File: config.mk
export PLATFORM = sky130hd
export DESIGN_NAME = instr_enc
export DESIGN_NICKNAME = d
export VERILOG_FILES = /design/src/rtl/spi_regs_pkg.sv /design/src/rtl/instr_enc.sv
export SDC_FILE = /design/constraint.sdc
export NUM_CORES = 1
export LEC_CHECK = 0
export CORE_AREA = 2 2 78 99
export CTS_BUF_LIST = sky130_fd_sc_hd__clkbuf_8
export DETAILED_ROUTE_END_ITERATION = 16
export DIE_AREA = 0 0 80 101
export GPL_TIMING_DRIVEN = 0
export MAX_ROUTING_LAYER = met4
export PLACE_DENSITY = 0.66
export REMOVE_ABC_BUFFERS = 1
export SLEW_MARGIN = 20
export SYNTH_ARGS = -nofsm -noshare
export SYNTH_HDL_FRONTEND = slang
export SYNTH_SLANG_ARGS = --single-unit
File: constraint.sdc
create_clock -name clk -period 3.9 [get_ports clk]
set_input_delay 0.78 -clock clk [delete_from_list [all_inputs] [get_ports clk]]
set_output_delay 0.78 -clock clk [all_outputs]
set_load 0.005 [all_outputs]
File: src/rtl/spi_regs_pkg.sv
// Shared definitions for the two-byte SPI register-access frame.
// Used by the peripheral instruction decoder and by the host-side encoder
// (instr_enc): read/write bit values, setup-byte field positions, the list of
// 16-bit register base addresses and the encoder's state enum.
package spi_regs_pkg;

  localparam logic RW_WRITE = 1'b1;
  localparam logic RW_READ  = 1'b0;

  localparam int unsigned ADDR_W         = 6;
  localparam int unsigned SETUP_RW_BIT   = 7;
  localparam int unsigned SETUP_HI_BIT   = 6;
  localparam int unsigned SETUP_ADDR_MSB = 5;
  localparam int unsigned SETUP_ADDR_LSB = 0;

  localparam int unsigned NUM_REG16 = 4;
  localparam logic [ADDR_W-1:0] REG16_ADDRS [NUM_REG16] = '{6'h00, 6'h03, 6'h05, 6'h08};

  function automatic logic is_16b_reg(input logic [ADDR_W-1:0] addr);
    logic hit;
    hit = 1'b0;
    for (int unsigned i = 0; i < NUM_REG16; i++) begin
      if (REG16_ADDRS[i] == addr) hit = 1'b1;
    end
    return hit;
  endfunction

  function automatic logic [7:0] setup_byte(input logic rw, input logic hi,
                                            input logic [ADDR_W-1:0] addr);
    logic [7:0] b;
    b = '0;
    b[SETUP_RW_BIT] = rw;
    b[SETUP_HI_BIT] = hi;
    b[SETUP_ADDR_MSB:SETUP_ADDR_LSB] = addr;
    return b;
  endfunction

  typedef enum logic [2:0] {
    ST_IDLE,
    ST_SEND_SETUP,
    ST_WAIT_SETUP,
    ST_SEND_DATA,
    ST_WAIT_DATA,
    ST_RESP
  } enc_state_t;

endpackage

File: src/rtl/instr_enc.sv
// instr_enc: host-side initiator of SPI register-access frames.
// Turns 8/16-bit register read/write requests into setup+data byte pairs for
// an SPI master byte engine, reassembles pipelined MISO read data and returns
// one response per request. Reads end with a flush frame to FLUSH_ADDR that
// fetches the last read byte.
// Ports:
//   clk, rst                 clock, async active-high reset
//   req_valid/ready/write/wide/addr/wdata   request handshake and fields
//   rsp_valid/ready/rdata/err               response handshake and fields
//   tx_valid/ready/byte      byte to the SPI master (registered, held until taken)
//   rx_valid/byte            exchange-complete pulse and the MISO byte
//   busy                     high whenever not idle
module instr_enc
  import spi_regs_pkg::*;
#(
  parameter logic [ADDR_W-1:0] FLUSH_ADDR = 6'h3F
) (
  input  logic              clk,
  input  logic              rst,
  input  logic              req_valid,
  output logic              req_ready,
  input  logic              req_write,
  input  logic              req_wide,
  input  logic [ADDR_W-1:0] req_addr,
  input  logic [15:0]       req_wdata,
  output logic              rsp_valid,
  input  logic              rsp_ready,
  output logic [15:0]       rsp_rdata,
  output logic              rsp_err,
  output logic              tx_valid,
  input  logic              tx_ready,
  output logic [7:0]        tx_byte,
  input  logic              rx_valid,
  input  logic [7:0]        rx_byte,
  output logic              busy
);

  enc_state_t        state_q, state_n;
  logic              wr_q, wr_n;
  logic              wide_q, wide_n;
  logic [ADDR_W-1:0] addr_q, addr_n;
  logic [15:0]       wdata_q, wdata_n;
  logic              k_q, k_n;
  logic              rd_pend_q, rd_pend_n;
  logic              flush_q, flush_n;
  logic [15:0]       rdata_q, rdata_n;
  logic              err_q, err_n;
  logic              tx_valid_q, tx_valid_n;
  logic [7:0]        tx_byte_q, tx_byte_n;
  logic              sel_hi;

  always_ff @(posedge clk or posedge rst) begin
    if (rst) begin
      state_q    <= ST_IDLE;
      wr_q       <= 1'b0;
      wide_q     <= 1'b0;
      addr_q     <= '0;
      wdata_q    <= '0;
      k_q        <= 1'b0;
      rd_pend_q  <= 1'b0;
      flush_q    <= 1'b0;
      rdata_q    <= '0;
      err_q      <= 1'b0;
      tx_valid_q <= 1'b0;
      tx_byte_q  <= '0;
    end else begin
      state_q    <= state_n;
      wr_q       <= wr_n;
      wide_q     <= wide_n;
      addr_q     <= addr_n;
      wdata_q    <= wdata_n;
      k_q        <= k_n;
      rd_pend_q  <= rd_pend_n;
      flush_q    <= flush_n;
      rdata_q    <= rdata_n;
      err_q      <= err_n;
      tx_valid_q <= tx_valid_n;
      tx_byte_q  <= tx_byte_n;
    end
  end

  // tx_valid/tx_byte are registered, so they are loaded on the transition
  // into SEND_* rather than decoded from the current state.
  always_comb begin
    state_n    = state_q;
    wr_n       = wr_q;
    wide_n     = wide_q;
    addr_n     = addr_q;
    wdata_n    = wdata_q;
    k_n        = k_q;
    rd_pend_n  = rd_pend_q;
    flush_n    = flush_q;
    rdata_n    = rdata_q;
    err_n      = err_q;
    tx_valid_n = tx_valid_q;
    tx_byte_n  = tx_byte_q;
    // Read data arrives one frame late; the flush frame carries the last one.
    sel_hi     = flush_q ? k_q : (k_q - 1'b1);

    case (state_q)
      ST_IDLE: begin
        if (req_valid) begin
          wr_n      = req_write;
          wide_n    = req_wide;
          addr_n    = req_addr;
          wdata_n   = req_wdata;
          k_n       = 1'b0;
          rd_pend_n = 1'b0;
          flush_n   = 1'b0;
          rdata_n   = '0;
          err_n     = 1'b0;
          if (req_wide && !is_16b_reg(req_addr)) begin
            err_n   = 1'b1;
            state_n = ST_RESP;
          end else begin
            state_n    = ST_SEND_SETUP;
            tx_valid_n = 1'b1;
            tx_byte_n  = setup_byte(req_write, 1'b0, req_addr);
          end
        end
      end
      ST_SEND_SETUP: begin
        if (tx_ready) begin
          tx_valid_n = 1'b0;
          state_n    = ST_WAIT_SETUP;
        end
      end
      ST_WAIT_SETUP: begin
        if (rx_valid) begin
          if (rd_pend_q) begin
            if (sel_hi) rdata_n[15:8] = rx_byte;
            else        rdata_n[7:0]  = rx_byte;
          end
          state_n    = ST_SEND_DATA;
          tx_valid_n = 1'b1;
          if (!flush_q && wr_q == RW_WRITE) tx_byte_n = k_q ? wdata_q[15:8] : wdata_q[7:0];
          else                             tx_byte_n = '0;
        end
      end
      ST_SEND_DATA: begin
        if (tx_ready) begin
          tx_valid_n = 1'b0;
          state_n    = ST_WAIT_DATA;
        end
      end
      ST_WAIT_DATA: begin
        if (rx_valid) begin
          rd_pend_n = (wr_q == RW_READ) && !flush_q;
          if (wide_q && !k_q && !flush_q) begin
            k_n        = 1'b1;
            state_n    = ST_SEND_SETUP;
            tx_valid_n = 1'b1;
            tx_byte_n  = setup_byte(wr_q, 1'b1, addr_q);
          end else if (wr_q == RW_READ && !flush_q) begin
            flush_n    = 1'b1;
            state_n    = ST_SEND_SETUP;
            tx_valid_n = 1'b1;
            tx_byte_n  = setup_byte(RW_READ, 1'b0, FLUSH_ADDR);
          end else begin
            state_n = ST_RESP;
          end
        end
      end
      ST_RESP: begin
        if (rsp_ready) state_n = ST_IDLE;
      end
      default: state_n = ST_IDLE;
    endcase
  end

  assign req_ready = (state_q == ST_IDLE) && !rst;
  assign rsp_valid = (state_q == ST_RESP);
  assign rsp_rdata = rsp_valid ? rdata_q : '0;
  assign rsp_err   = rsp_valid && err_q;
  assign tx_valid  = tx_valid_q;
  assign tx_byte   = tx_byte_q;
  assign busy      = (state_q != ST_IDLE);

endmodule
# [Yosys cells after proc, flatten, opt, wreduce, memory -nomap -nowiden]
# Cells that the tools add are included.
[word_totals] input_bits=38 elab_cells=117 output_inout_bits=29 register_bits=56
[classes] muxes=51 reduce_logical=28 add_sub_neg=1 n_eq_ne=23 n_bitwise=1
[op_table] operator="2-to-1 mux 8 bit" n=10
[op_table] operator="2-to-1 mux 16 bit" n=4
[op_table] operator="case mux 16 bit (2 select lines)" n=1
[op_table] operator="2-to-1 mux 3 bit" n=9
[op_table] operator="!= test 2 bit (second input constant)" n=12
[op_table] operator="case mux 8 bit (3 select lines)" n=1
[op_table] operator="2-to-1 mux 1 bit" n=21
[op_table] operator="case mux 3 bit (6 select lines)" n=1
[op_table] operator="AND reduction 5 bit" n=3
[op_table] operator="AND reduction 6 bit" n=2
[op_table] operator="logical AND 1 bit" n=7
[op_table] operator="AND reduction 7 bit" n=1
[op_table] operator="equality test 2 x 6 -> 1 bit (first input constant)" n=1
[op_table] operator="equality test 3 x 2 -> 1 bit (second input constant)" n=2
[op_table] operator="equality test 3 bit (second input constant)" n=2
[op_table] operator="equality test 3 x 6 -> 1 bit (first input constant)" n=1
[op_table] operator="equality test 4 x 6 -> 1 bit (first input constant)" n=1
[op_table] operator="zero test 6 bit" n=1
[op_table] operator="case mux 1 bit (2 select lines)" n=3
[op_table] operator="nonzero test 3 bit" n=2
[op_table] operator="zero test 1 bit" n=4
[op_table] operator="!= test 2 x 1 -> 1 bit (second input constant)" n=2
[op_table] operator="case mux 1 bit (4 select lines)" n=1
[op_table] operator="AND reduction 4 bit" n=1
[op_table] operator="other kinds (10)" n=11

# [Logic depth before layout (Yosys ltp)]
# Gate-level depths: netlist (run 1).
[depth] ltp_word=12 mapped_depth=8 mapped_depth_nobuf=5

# [Worst setup path after synthesis (run 1)]
# No wires, ideal clock.
[synth_path] path_type="reg2out" from="register state_q[0]" to="output rsp_err" required_time_ns=3.120 path_stages_with_launch=5 setup_slack_ns=1.699 arrival_ns=1.421 n_path_buf=1 path_cell_list="dfrtp_1 > clkbuf_1 > clkinv_1 > nor2_1 > and2_1"
[synth_between] elab_chain_len=2
[synth_lines] item="start: declaration" line="instr_enc.sv:38" rtl="enc_state_t state_q, state_n;"
[synth_lines] item="start signal: assignment" line="instr_enc.sv:67" rtl="state_q <= state_n;"
[synth_lines] item="equality test 3 bit" line="instr_enc.sv:172" rtl="assign rsp_valid = (state_q == ST_RESP);"
[synth_lines] item="net rsp_valid" line="instr_enc.sv:26" rtl="output logic rsp_valid,"
[synth_lines] item="logical AND 1 bit" line="instr_enc.sv:174" rtl="assign rsp_err = rsp_valid && err_q;"
[synth_lines] item="end: declaration" line="instr_enc.sv:29" rtl="output logic rsp_err,"
# The timed path passes the listed nets, and every way through them passes these cells.

# [Worst setup path in the final report (run 1)]
[layout_path] from="register state_q[2]" to="output rsp_rdata[0]"
[layout_between] elab_chain_len=2
[layout_lines] item="equality test 3 bit" line="instr_enc.sv:172"
[layout_lines] item="2-to-1 mux 16 bit" line="instr_enc.sv:173" rtl="assign rsp_rdata = rsp_valid ? rdata_q : '0;"
[layout_lines] item="end: declaration" line="instr_enc.sv:28" rtl="output logic [15:0] rsp_rdata,"
# No other way between the ends.

==> flow_metrics.tcl, run 1 <==
set metrics [dict create \
    status "finished, final reports clean" \
    antenna_left 0 \
    grt_start_max_net_pins 57 \
    path_buf_inv 1 \
    nFillCells 706 \
    drc_errors 0 \
    initial_core_util_pct 38.57 \
    place_inst 451 \
    met3_length_um 267 \
    synth_top_area_share_pct 50.59 \
    ir_drop_uv 291.2 \
    rows 35 \
    drt_iter0_drc 100 \
    syn_inst 308 \
    grt_pass1_wl_um 10450 \
    hold_viol 0 \
    numPortBuffers 66 \
    synth_area_leaders "dfrtp_1, nand2_1, mux2i_1" \
    synth_cell_types 35 \
    grt_util_all_layers_pct 16.90 \
    hold_depth 2 \
    cts_hold_buf 0 \
    vias 2265 \
    ys_ff_latch 56 \
    grt-ovfl-total 0 \
    syn2layout_area_growth_pct 30.26 \
    worstSetupEndpointType "primary output" \
    vias_per_cell 4.935 \
    cp_cell_sequence "nand2b_1 > nor2_1 > and2_1 > clkdlybuf4s50_1" \
    final.setup.tns_ps 0 \
    period_minus_slack_ps 3499 \
    slew-limit-headroom_pct 35.35 \
    cts_setup_buffers 0 \
    yosys.area.top_type "dfrtp_1" \
    cts-root-buf "clkbuf_8" \
    fp.dieArea_um2 8080 \
    clk_pin_slew_ps 110 \
    slew_violations 0 \
    cts_tree "done" \
    clock.fmax_mhz 285.8 \
    final_common_cell "nand2_1" \
    cts_made_buffers 5 \
    fin_skew_ps 10.33 \
    critPathRequiredTime_ps 3120 \
    final_cell_mix "nand2_1, clkdlybuf4s50_1, dfrtp_1" \
    syn_area_per_cell_um2 8.994 \
    dpl_cell_area_um2 3490 \
    stdcell_count 459 \
    maxCapViolCount 0 \
    rsz0062_at_grt "false" \
    startpoint_type "register" \
    ys_seq_area_share_pct 50.59 \
    place_congestion 0.8207 \
    drive_above_1_share_pct 7.357 \
    yosysWarnings 0 \
    grt_pass1_vias 2304 \
    cp.arrival_ps 2720 \
    clock_sinks 56 \
    cts_repair_resize_count 0 \
    slowest_delay_ps 770 \
    routed_wl_um 6256 \
    finalPower_mw 2.320 \
    hold_ws_ps 477.0 \
    worstSkewPairLatency_ps 310 \
    synthesis.area_um2 2770 \
    met2WireLength_um 3083 \
    async_reset_ff_share_pct 100.0 \
    cpLargestDelayFamily "simple AND/OR/NAND/NOR gates" \
    core-area_um2 7182 \
    path_depth 4 \
    final_cell_area_um2 3608 \
    cp_slowest_cell "dfrtp_1" \
    dp_hpwl_um 4357 \
    io_pins 67 \
    highest_layer "met4" \
    drt_pass1_iterations 6 \
    crit_fanout 16 \
    antenna_found_initial 0 \
    dieHeight_um 101 \
    synthFlopType "dfrtp_1" \
    fin_nets 404 \
    n_antenna_cell 0 \
    crit_type "register to primary output" \
    cts_max_level 2 \
    hold_class "register to register" \
    leakagePower_nw 1.610 \
    synth_edf_count 0 \
    rr_worst_depth 5 \
    die_w_um 80 \
    tightest_slew_ps 969.8 \
    met1_length_um 2740 \
    setup_viol 0 \
    powerDensity_nw_per_um2 642.8 \
    clockBufferDepth 2 \
    wl_per_cell_um 13.63 \
    period_share_pct 89.72 \
]
==> per-stage QoR <==
step | setup slack (ps) | util [%]
after floorplan | 1687 | -
after global placement | 673.8 | 48.48
after detailed placement | 686.1 | 48.59
after CTS | 397.2 | 50.14
after global routing | 154.3 | 50.24
final | 401.0 | 50.24
==> metal layers <==
| layer | vias up | track usage (%) |
|---|---|---|
| li1 | 1124 | - |
| met1 | 1060 | 19.82 |
| met2 | 67 | 29.17 |
| met3 | 14 | 2.688 |
| met4 | 0 | 5.997 |
| met5 | - | - |
==> worst min-delay path, delay by kind of cell, from the launching register on <==
| kind | cells | cell delay [ps] |
|---|---|---|
| AND/OR/NAND/NOR | 2 | 100 |
| flip-flops | 1 | 350 |
==> sequential cells by signal, summed over array words and instances, names as in the netlist <==
| register | flops |
|---|---|
| wr_q | 1 |
| rd_pend_q | 1 |
| state_q | 3 |
| err_q | 1 |
| wide_q | 1 |
| flush_q | 1 |
| addr_q | 6 |
| rdata_q | 16 |
| wdata_q | 16 |
| k_q | 1 |
| tx_valid | 1 |
| tx_byte | 8 |
==> final cells by class <==
type                       instances  area (µm²)  share of cell area [%]
clock inverter                     3       42.54                   1.179
multi-input combinational        223        1265                   35.06
timing repair buffer              66       660.6                   18.31
tap                               92       115.1                   3.190
inverter                          14       55.05                   1.526
clock buffer                       5       68.82                   1.907
sequential                        56        1401                   38.83
==> report_power, final <==
part	internal [mW]	total, mW	switching [mW]
Sequential	0.821	0.993	0.172
Clock	0.190	0.385	0.195
Combinational	0.444	0.941	0.497
==> cell usage after synthesis, types with 2 or more instances <==
cell type	number
nand2_1	106
dfrtp_1	56
o21ai_0	21
mux2i_1	17
inv_1	13
nor2_1	12
and2_1	11
nor3_1	10
mux2_2	9
clkbuf_1	7
o211ai_1	7
buf_2	6
nand2b_1	3
xor2_1	3
a21o_1	2
a21oi_1	2
a31oi_1	2
buf_1	2
o22ai_1	2
or2_2	2
==> cells by family after synthesis <==
logic type,Yosys count,share of synthesized area [%]
buffers and inverters,29,4.201
XOR/XNOR,3,0.9487
AO/OA/AOI/OAI,43,10.84
multiplexers,26,9.801
flip-flops,56,50.59
AND/OR/NAND/NOR,151,23.62
==> path summary, 6_finish.rpt <==
| path | startpoint | to | slack (ps) |
|---|---|---|---|
| worst min-delay path | addr_q[3] | addr_q[3] | 480 |
| worst max register to register | state_q[2] | tx_byte[3] | 1220 |
| worst min register to register | addr_q[3] | addr_q[3] | 480 |
| max in group asynchronous | rst | wdata_q[7] | 2500 |
| min in group asynchronous | rst | tx_valid | 940 |
| worst max-delay path | state_q[2] | rsp_rdata[0] | 400 |
(Power assumes the default switching activity.)
==> run 2: changes to the inputs <==
--- a/config.mk
+++ b/config.mk
@@ -9,10 +9,8 @@
 export CTS_BUF_LIST = sky130_fd_sc_hd__clkbuf_8
 export DETAILED_ROUTE_END_ITERATION = 16
 export DIE_AREA = 0 0 80 101
-export GPL_TIMING_DRIVEN = 0
 export MAX_ROUTING_LAYER = met4
 export PLACE_DENSITY = 0.66
-export REMOVE_ABC_BUFFERS = 1
 export SLEW_MARGIN = 20
 export SYNTH_ARGS = -nofsm -noshare
 export SYNTH_HDL_FRONTEND = slang
==> flow_metrics.tcl, run 2 (synthesis gave the netlist of run 1 again) <==
set metrics [dict create \
    status "finished, final reports clean" \
    cts_tree "done" \
    reg2reg_to "tx_byte[2]" \
    cts_hold_buf 0 \
    crit_type "register to primary output" \
    clockBufferDepth 2 \
    grt-ovfl-total 0 \
    vias_per_cell 4.935 \
    drive_above_1_share_pct 8.311 \
    timing.rr.start "state_q[2]" \
    die_w_um 80 \
    fin_nets 410 \
    final.setup.tns_ps 0 \
    n_antenna_cell 0 \
    grt_start_max_net_pins 32 \
    final_common_cell "nand2_1" \
    hp-start "wdata_q[7]" \
    rr_worst_depth 6 \
    vias 2295 \
    final_cell_mix "nand2_1, clkdlybuf4s50_1, dfrtp_1" \
    slew-limit-headroom_pct 56.32 \
    cts_setup_buffers 0 \
    clk_pin_slew_ps 100 \
    regArea_um2 1401 \
    worstSetupEndpointType "primary output" \
    clock_power_share_pct 18.7 \
    io_pins 67 \
    place_inst 457 \
    nFillCells 714 \
    grt_util_all_layers_pct 17.55 \
    setup_viol 0 \
    hold_ws_ps 479.0 \
    cpLargestDelayFamily "buffers and inverters" \
    powerDensity_nw_per_um2 662.5 \
    slew_violations 0 \
    p_sw_share_pct 36.41 \
    dp_hpwl_um 4777 \
    p_comb_share_pct 40.0 \
    syn2layout_area_growth_pct 32.29 \
    cts_made_buffers 5 \
    core-area_um2 7182 \
    antenna_found_initial 0 \
    grt_pass1_vias 2252 \
    cts-root-buf "clkbuf_8" \
    hold_viol 0 \
    multiInputGateArea_um2 1252 \
    critPathRequiredTime_ps 3120 \
    hold_depth 2 \
    clock_sinks 56 \
    period_share_pct 84.13 \
    leakagePower_nw 1.650 \
    fin_skew_ps 15.08 \
    ir_drop_uv 257.5 \
    finalPower_mw 2.428 \
    slowest_delay_ps 590 \
    cp.arrival_ps 2500 \
    hold_class "register to register" \
    drt_pass1_iterations 4 \
    cts_max_level 2 \
    dieHeight_um 101 \
    worstSkewPairLatency_ps 320 \
    pwr-share-seq_pct 41.3 \
    period_minus_slack_ps 3281 \
    maxCapViolCount 0 \
    drt_iter0_drc 102 \
    rows 35 \
    internal-power_mw 1.544 \
    grt_pass1_wl_um 10710 \
    clock.fmax_mhz 304.8 \
    antenna_left 0 \
    synth_nets 346 \
    numPortBuffers 66 \
    routed_wl_um 6544 \
    switchingPower_mw 0.8840 \
    cp_slowest_cell "dfrtp_1" \
    tightest_slew_ps 655.1 \
    rrSetupSlack_ps 1500 \
    rsz0062_at_grt "false" \
    wl_per_cell_um 14.07 \
    startpoint_type "register" \
    initial_core_util_pct 38.57 \
    stdcell_count 465 \
    drc_errors 0 \
    holdPathEnd "wdata_q[7]" \
    path_buf_inv 2 \
    place_congestion 0.8688 \
    cp_cell_sequence "clkinv_1 > nor2_1 > and2_1 > clkdlybuf4s50_1" \
    fp.dieArea_um2 8080 \
    crit_fanout 12 \
    cts_repair_resize_count 0 \
]
-- run 2: layout make-up --
type | count | area share (%)
Tap cell | 92 | 3.141
Clock inverter | 3 | 1.878
Multi-Input combinational cell | 223 | 34.18
Clock buffer | 5 | 1.878
Sequential cell | 56 | 38.24
Inverter | 14 | 1.434
Timing Repair Buffer | 72 | 19.26
-- run 2: power by group through the flow --
stage	sequential [mW]	combinational (mW)	clock, mW
floorplan	0.926	0.693	0
global placement	1.01	0.970	0
detailed placement	1.02	0.982	0
CTS	1.00	0.987	0.464
global route	1.04	1.10	0.483
finish	1.00	0.970	0.455
-- run 2: layer usage --
| layer | routed length, µm | up-vias | track usage, % |
|---|---|---|---|
| met1 | 2881 | 1088 | 21.38 |
| li1 | - | 1137 | - |
| met3 | 308 | 10 | 2.957 |
| met2 | 3268 | 60 | 30.26 |
| met4 | 85 | 0 | 4.302 |
| met5 | 0 | - | - |
-- run 2: worst reg2reg max path, stage by stage (launching register included) --
cell,delay [ps]
dfrtp_1,750
nand2b_1,150
buf_4,220
nor2_1,390
nand2_1,200
o311ai_4,190
mux2_2,400
-- run 2: through the flow --
stage	util, %	cell area (µm²)	worst slack (ps)
2_1_floorplan	-	2770	1699
3_3_place_gp	49.11	3527	954.8
3_5_place_dp	49.11	3527	971.0
4_1_cts	51.03	3665	619.9
5_1_grt	51.03	3665	414.4
6_report	51.03	3665	618.9
-- run 2: worst max path at each step --
stage,startpoint,to,slack [ps],cells past startpoint
2_1_floorplan,state_q[0],rsp_err,1700,4
3_3_place_gp,state_q[0],rsp_rdata[3],950,4
3_5_place_dp,req_addr[3],tx_byte[2],970,6
4_1_cts,state_q[0],rsp_rdata[7],620,4
5_1_grt,state_q[0],rsp_rdata[2],410,4
6_report,state_q[0],rsp_rdata[2],620,4
==> run 3: changes to the inputs <==
--- a/config.mk
+++ b/config.mk
@@ -10,7 +10,7 @@
 export DETAILED_ROUTE_END_ITERATION = 16
 export DIE_AREA = 0 0 80 101
 export MAX_ROUTING_LAYER = met4
-export PLACE_DENSITY = 0.66
+export PLACE_DENSITY = 0.69
 export SLEW_MARGIN = 20
 export SYNTH_ARGS = -nofsm -noshare
 export SYNTH_HDL_FRONTEND = slang
==> constraint.sdc (replaced) <==
create_clock -name clk -period 2.69 [get_ports clk]
set_input_delay 0.538 -clock clk [delete_from_list [all_inputs] [get_ports clk]]
set_output_delay 0.538 -clock clk [all_outputs]
set_load 0.005 [all_outputs]
==> flow_metrics.tcl, run 3 (synthesis gave the netlist of run 1 again) <==
set metrics [dict create \
    io_pins 67 \
    grt_start_max_net_pins 31 \
    cp_cell_sequence "clkinv_1 > nor2_1 > buf_4 > and2_1 > clkdlybuf4s50_1" \
    status "finished, final reports clean" \
    cts_repair_resize_count 0 \
    place_inst 464 \
    hold_class "register to register" \
    antenna_left 0 \
    core-area_um2 7182 \
    slew-limit-headroom_pct 60.17 \
    rows 35 \
    dp_hpwl_um 4791 \
    cts_tree "done" \
    syn2layout_area_growth_pct 33.11 \
    drive_above_1_share_pct 10.00 \
    grt_util_all_layers_pct 17.77 \
    ir_drop_uv 379.2 \
    maxCapViolCount 0 \
    cts-root-buf "clkbuf_8" \
    dieHeight_um 101 \
    path_buf_inv 3 \
    routed_wl_um 6453 \
    place_congestion 0.8883 \
    clockBufferDepth 2 \
    synth_nets 346 \
    die_w_um 80 \
    cts_setup_buffers 0 \
    clock.fmax_mhz 398.9 \
    drc_errors 0 \
    period_minus_slack_ps 2507 \
    grt-ovfl-total 0 \
    final_common_cell "nand2_1" \
    leakagePower_nw 1.671 \
    cts_max_level 2 \
    clock_sinks 56 \
    cp.arrival_ps 1970 \
    cts_made_buffers 5 \
    numPortBuffers 66 \
    fin_skew_ps 10.14 \
    grt_pass1_wl_um 10900 \
    worstSkewPairLatency_ps 320 \
    cp_slowest_cell "clkdlybuf4s50_1" \
    cpLargestDelayFamily "buffers and inverters" \
    crit_type "register to primary output" \
    drt_pass1_iterations 4 \
    startpoint_type "register" \
    fp.dieArea_um2 8080 \
    crit_fanout 10 \
    period_share_pct 93.19 \
    powerDensity_nw_per_um2 918.1 \
    fin_nets 417 \
    clk_pin_slew_ps 100 \
    final_util_pct 51.34 \
    vias 2328 \
    vias_per_cell 4.932 \
    tightest_slew_ps 596.6 \
    initial_core_util_pct 38.57 \
    wl_per_cell_um 13.67 \
    dp_slack_ps 97.92 \
    antenna_found_initial 0 \
    hold_viol 0 \
    slowest_delay_ps 500 \
    layout_setup_ws_ps 183.1 \
    n_antenna_cell 0 \
    setup_viol 0 \
    cts_hold_buf 0 \
    grt_pass1_vias 2337 \
    worstSetupEndpointType "primary output" \
    slew_violations 0 \
    final.setup.tns_ps 0 \
    critPathRequiredTime_ps 2150 \
    final_cell_mix "nand2_1, clkdlybuf4s50_1, dfrtp_1" \
    stdcell_count 472 \
    rsz0062_at_grt "false" \
    drt_iter0_drc 68 \
]
[run 3: cell count changes in the layout (fill, tap and decap cells not counted), sizes merged]
cell and change:
clkinv +2, bufinv -2, buf +7
[run 3: path summary, 6_finish.rpt]
check                           start         end  slack (ps)  cells past startpoint
setup / recovery           state_q[0]     rsp_err         180                      5
hold / removal              addr_q[5]   addr_q[5]         480                      2
setup reg to reg           state_q[0]  tx_byte[4]         730                      7
hold reg to reg             addr_q[5]   addr_q[5]         480                      2
max in group asynchronous         rst       err_q        1500                      3
min in group asynchronous         rst  rdata_q[9]         640                      2
[run 3: final cells by class]
class | count | area, µm²
Clock inverter | 3 | 26.28
Sequential cell | 56 | 1401
Multi-Input combinational cell | 223 | 1252
Clock buffer | 5 | 68.82
Timing Repair Buffer | 79 | 770.7
Fill cell | 715 | 3495
Tap cell | 92 | 115.1
Inverter | 14 | 52.55
[run 3: worst min-delay path, stage by stage (launching register included)]
cell	delay, ps
dfrtp_1	350
nand2_1	50
nand2_1	50
[run 3: power breakdown]
group	switching (mW)	internal, mW
Clock	0.290	0.190
Combinational	0.801	0.715
Sequential	0.197	1.19
[run 3: per-stage QoR]
step / hold slack [ps] / instance area, µm² / power [mW]
detailed placement: 458.0 / 3592 / 2.942
floorplan: 440.4 / 2770 / 2.348
global route: 506.4 / 3687 / 3.676
CTS: 484.1 / 3687 / 3.428
finish: 480.2 / 3687 / 3.385
global placement: 451.8 / 3592 / 2.908
[run 3: metal layers]
metal,global-route usage (%),vias to the layer above,share of wire (%)
met1,20.96,1081,42
li1,-,1156,-
met2,31.28,81,52
met5,-,-,0
met4,5.606,0,1.5
met3,2.330,10,4.6
